$ cat src/rtl/branch_history_table.sv
// Direct-mapped branch history table with target storage and 2-bit saturating counters.
// Optional BHT_STATS_EN adds wrapping 32-bit update/allocation/mispredict counters.
module branch_history_table #(
  parameter int ENTRIES = 64
) (
  input  logic        clk,
  input  logic        rst,
  input  logic [31:0] fetch_pc,
  output logic        pred_hit,
  output logic        pred_taken,
  output logic [31:0] pred_target,
  output logic [1:0]  bht_state_out,
  input  logic        upd_en,
  input  logic        upd_is_branch,
  input  logic [31:0] upd_pc,
  input  logic        upd_taken,
  input  logic [31:0] upd_target,
  input  logic [1:0]  upd_bht_state
`ifdef BHT_STATS_EN
  ,
  output logic [31:0] stat_updates,
  output logic [31:0] stat_allocs,
  output logic [31:0] stat_mispredicts
`endif
);

  localparam int IDX_W = $clog2(ENTRIES);
  localparam int TAG_W = 30 - IDX_W;

  function automatic logic [1:0] sat_cnt(input logic [1:0] s, input logic taken);
    if (taken) return (s == 2'b11) ? 2'b11 : s + 2'd1;
    else       return (s == 2'b00) ? 2'b00 : s - 2'd1;
  endfunction

  logic [ENTRIES-1:0] r_valid;
  logic [TAG_W-1:0]   r_tag [ENTRIES];
  logic [31:0]        r_tgt [ENTRIES];
  logic [1:0]         r_cnt [ENTRIES];

  logic [IDX_W-1:0] w_fidx, w_uidx;
  logic [TAG_W-1:0] w_ftag, w_utag;
  logic             w_fhit, w_uhit, w_fire, w_alloc;
  logic             w_unused;

  assign w_fidx   = fetch_pc[IDX_W+1:2];
  assign w_ftag   = fetch_pc[31:IDX_W+2];
  assign w_uidx   = upd_pc[IDX_W+1:2];
  assign w_utag   = upd_pc[31:IDX_W+2];
  assign w_unused = &{1'b0, fetch_pc[1:0], upd_pc[1:0]};

  // Lookup: combinational, sees pre-update contents (no bypass)
  assign w_fhit        = r_valid[w_fidx] && (r_tag[w_fidx] == w_ftag);
  assign pred_hit      = w_fhit;
  assign bht_state_out = w_fhit ? r_cnt[w_fidx] : 2'b01;
  assign pred_taken    = w_fhit & bht_state_out[1];
  assign pred_target   = w_fhit ? r_tgt[w_fidx] : fetch_pc + 32'd4;

  assign w_fire  = upd_en & upd_is_branch;
  assign w_uhit  = r_valid[w_uidx] && (r_tag[w_uidx] == w_utag);
  assign w_alloc = w_fire & ~w_uhit & upd_taken;

  // Valid bits clear asynchronously; this also drops any update at an edge under reset
  always_ff @(posedge clk or posedge rst) begin
    if (rst) r_valid <= '0;
    else if (w_alloc) r_valid[w_uidx] <= 1'b1;
  end

  // Payload arrays are unreset; a write during reset lands in an invalid entry
  always_ff @(posedge clk) begin
    if (w_fire) begin
      if (w_uhit) begin
        r_cnt[w_uidx] <= sat_cnt(upd_bht_state, upd_taken);
        if (upd_taken) r_tgt[w_uidx] <= upd_target;
      end else if (upd_taken) begin
        r_tag[w_uidx] <= w_utag;
        r_tgt[w_uidx] <= upd_target;
        r_cnt[w_uidx] <= 2'b10;
      end
    end
  end

`ifdef BHT_STATS_EN
  always_ff @(posedge clk or posedge rst) begin
    if (rst) begin
      stat_updates     <= '0;
      stat_allocs      <= '0;
      stat_mispredicts <= '0;
    end else begin
      if (w_fire)  stat_updates <= stat_updates + 32'd1;
      if (w_alloc) stat_allocs  <= stat_allocs + 32'd1;
      if (w_fire && (upd_taken != upd_bht_state[1]))
        stat_mispredicts <= stat_mispredicts + 32'd1;
    end
  end
`endif

endmodule

$ cat config.mk
export PLATFORM = sky130hd
export DESIGN_NAME = branch_history_table
export DESIGN_NICKNAME = d
export VERILOG_FILES = /design/src/rtl/branch_history_table.sv
export SDC_FILE = /design/constraint.sdc
export NUM_CORES = 2
export LEC_CHECK = 0
export CAP_MARGIN = 40
export CELL_PAD_IN_SITES_DETAIL_PLACEMENT = 0
export CELL_PAD_IN_SITES_GLOBAL_PLACEMENT = 1
export CORE_ASPECT_RATIO = 2
export CORE_UTILIZATION = 56
export CTS_CLUSTER_DIAMETER = 60
export CTS_CLUSTER_SIZE = 10
export DETAILED_ROUTE_END_ITERATION = 12
export PLACE_DENSITY = 0.83
export SLEW_MARGIN = 20
export SYNTH_ARGS = -nofsm -noshare
export SYNTH_HDL_FRONTEND = slang
export SYNTH_SLANG_ARGS = --single-unit
$ cat constraint.sdc
create_clock -name clk -period 8.8 [get_ports clk]
set_clock_uncertainty 0.1 [all_clocks]
set_input_delay 1.76 -clock clk [delete_from_list [all_inputs] [get_ports clk]]
set_output_delay 1.76 -clock clk [all_outputs]
set_load 0.005 [all_outputs]
==> flow_summary_export.csv <==
group,metric,value,unit
clocking,cts_buffers,419,
worst_setup_path,required,6.94,ns
sta,finalMaxSlewViolations,0,
cells_and_area,fill_cells,18500,
cells_and_area,final_cell_area,184000,sq um
logic_synthesis,synthesis.area,160000,sq um
cells_and_area,drive_gt1_share,31.7,%
die,die_h,758,um
grt,grt_max_degree,146,
power,p_clk_share,40.2,%
grt,grt_pass1_wl,838,mm
worst_setup_path,worstPathArrival,6.93,ns
power,power.leakage,60.3,nW
sta,rsz0062_at_grt,"false",
power,power.share.switching,23.1,%
logic_synthesis,ys_types,79,
power,p_comb_share,8.2,%
sta,setup_tns,0,ns
die,num_rows,277,
grt,antenna_found_initial,49,
placed_design,placed_area,172000,sq um
clocking,cts.clk_slew.worst_paths,0.06,ns
logic_synthesis,synth.avg_cell_area,20.1,sq um
placed_design,placed_cells,12000,
sta,setup_viol,0,
clocking,worst_skew_pair.late_latency,0.98,ns
job,maxCapViolations,0,
grt,first_global_vias,97800,
grt,track_usage,43.8,%
die,core_area,284000,sq um
power,vdd_drop_max,257,uV
logic_synthesis,synth-edff-count,3712,
power,power.internal,29.6,mW
sta,period_minus_slack,8.79,ns
logic_synthesis,synth_ff_type,"edfxtp_1",
sta,relSlewSlack,17.1,%
logic_synthesis,synthTopCellsByArea,"edfxtp_1, mux4_2, mux2i_1",
die,design.die.area,288000,sq um
logic_synthesis,synth_top_cell_by_area,"edfxtp_1",
detailed_routing,viasPerCell,7.78,
sta,hold_viol,0,
clocking,cts_resized,0,
logic_synthesis,syn_nets,8056,
logic_synthesis,synth_top_cells_by_count,"edfxtp_1, mux4_2, mux2i_1",
clocking,cts_max_path_buffers,4,
logic_synthesis,ys_ff_latch,3776,
worst_hold_path,hp-class,"flip-flop to flip-flop",
grt,grt_overflow,0,
placed_design,dp_hpwl,397,mm
worst_setup_path,crit_type,"input port to output pin",
power,p_per_area,209,nW/um^2
logic_synthesis,yosysMostFrequentCell,"edfxtp_1",
clocking,hold_buffers,0,
placed_design,place_ws,0.227,ns
power,power_frac_seq,51.6,%
detailed_routing,drt_iter0_markers,16400,
cells_and_area,areaGrowthSynthToFinish,15.0,%
power,switchingPower,8.86,mW
detailed_routing,dr_total_vias,98100,
sta,min_period_over_period,99.8,%
sta,fin_hold_ws,0.394,ns
worst_setup_path,startpoint_type,"input port",
detailed_routing,wl_per_cell,50.1,um
placed_design,gp_congestion,1.05,
logic_synthesis,seq_area_frac_synth,70.7,%
worst_setup_path,cp_max_fo,47,
die,initial_utilization,56.3,%
detailed_routing,ant_nets,0,
detailed_routing,first_pass_iters,8,
worst_setup_path,cp-end-kind,"output pin",
logic_synthesis,yosys_warnings,0,
cells_and_area,finalNetCount,8815,
detailed_routing,drc_errors,0,
power,power.total,38.4,mW
logic_synthesis,synthCells,7952,
cells_and_area,stdcell_count,12600,
sta,worst_pin_slew,1.21,ns
clocking,cts_tree,"yes",
logic_synthesis,synth.top_cell.area_share,69.7,%
clocking,cts_sinks,3776,
cells_and_area,post-route-util,64.7,%
logic_synthesis,async_flop_share,1.69,%
placed_design,numPortBuffers,136,
sta,finalWorstSetupSlack,0.0142,ns
die,fp.dieW,380,um
sta,fmax,0.114,GHz
clocking,htreeDepth,5,
detailed_routing,wl,631,mm
outcome,outcome,"complete, no violations",
clocking,postCtsSetupBuffers,0,
die,ios,139,
clocking,cts_root_buffer,"clkbuf_16",
-- registers in the layout, indices dropped and copies added (netlist names) --
name     count
r_tag     1536
r_valid     64
r_tgt     2048
r_cnt      128
-- final timing paths --
path                                    startpoint                      end  slack [ns]  cells after the start
setup reg to reg            r_tag[23][8]$_DFFE_PP_    r_tag[4][3]$_DFFE_PP_        3.32                     14
max in group asynchronous                      rst   r_valid[7]$_DFFE_PP0P_        6.77                      4
hold reg to reg            r_valid[13]$_DFFE_PP0P_  r_valid[13]$_DFFE_PP0P_        0.39                      2
min in group asynchronous                      rst  r_valid[12]$_DFFE_PP0P_        1.26                      3
setup / recovery                       fetch_pc[3]           pred_target[7]        0.01                     14
hold / removal             r_valid[13]$_DFFE_PP0P_  r_valid[13]$_DFFE_PP0P_        0.39                      2
-- per-layer routing --
metal	vias up	GRT usage [%]	share of wire, %
met5	-	0	0.015
met4	14	43.9	13
met3	3029	12.0	12
met2	9736	69.3	47
met1	50000	46.7	28
li1	35300	-	-
-- power by group through the flow --
| stage | Sequential [mW] | Combinational [mW] | Clock [mW] |
|---|---|---|---|
| after global placement | 20.2 | 2.86 | 0 |
| after floorplan | 20.2 | 1.44 | 0 |
| after CTS | 19.8 | 2.98 | 15.4 |
| after global routing | 19.8 | 3.14 | 16.0 |
| final | 19.8 | 3.14 | 15.4 |
| after detailed placement | 20.2 | 2.95 | 0 |
-- layout by cell type, fill, tap and decap left out, types with 35 or more instances in the layout --
cell type,instances
a21oi_1,92
a221o_1,43
a221oi_1,140
a22o_1,62
a22oi_1,197
buf_12,208
buf_2,63
buf_4,530
clkbuf_1,47
clkbuf_16,430
clkdlybuf4s50_1,70
dfrtp_1,64
diode_2,58
edfxtp_1,3712
inv_2,35
mux2_2,149
mux2i_1,415
mux4_2,1158
nand2_1,223
nand3_1,49
nor2_1,90
nor2_4,46
nor3_1,35
nor3_2,38
o211a_1,64
o21ai_0,70
o21bai_1,49
o22ai_1,127
xnor2_1,45
-- cell families after synthesis --
logic type | share of synthesized area [%]
adders and majority gates | 0.0141
muxes | 20.0
DFF | 70.7
AOI/OAI and AO/OA | 4.90
xor gates and xnor gates | 0.416
and+or+nand+nor | 2.06
buffers and inverters | 1.91
-- worst max-delay path: stages --
cell             delay [ns]
buf_8                  0.49
buf_12                 0.32
mux4_2                 0.37
mux4_2                 0.49
nor2_1                 0.30
nor2_1                 0.22
buf_6                  0.20
buf_4                  0.15
mux2_2                 0.28
or4_1                  0.53
nor4_4                 0.50
buf_12                 0.28
mux2i_1                0.33
clkdlybuf4s50_1        0.56
-- layout make-up --
class,count,area (sq um),area share (%)
Antenna cell,58,145,0.0789
Clock inverter,8,125,0.0680
Clock buffer,477,10900,5.95
Tap cell,3766,4710,2.56
Inverter,77,325,0.177
Multi-Input combinational cell,3521,44500,24.2
Timing Repair Buffer,916,10100,5.49
Sequential cell,3776,113000,61.5
(Power assumes the default switching activity.)
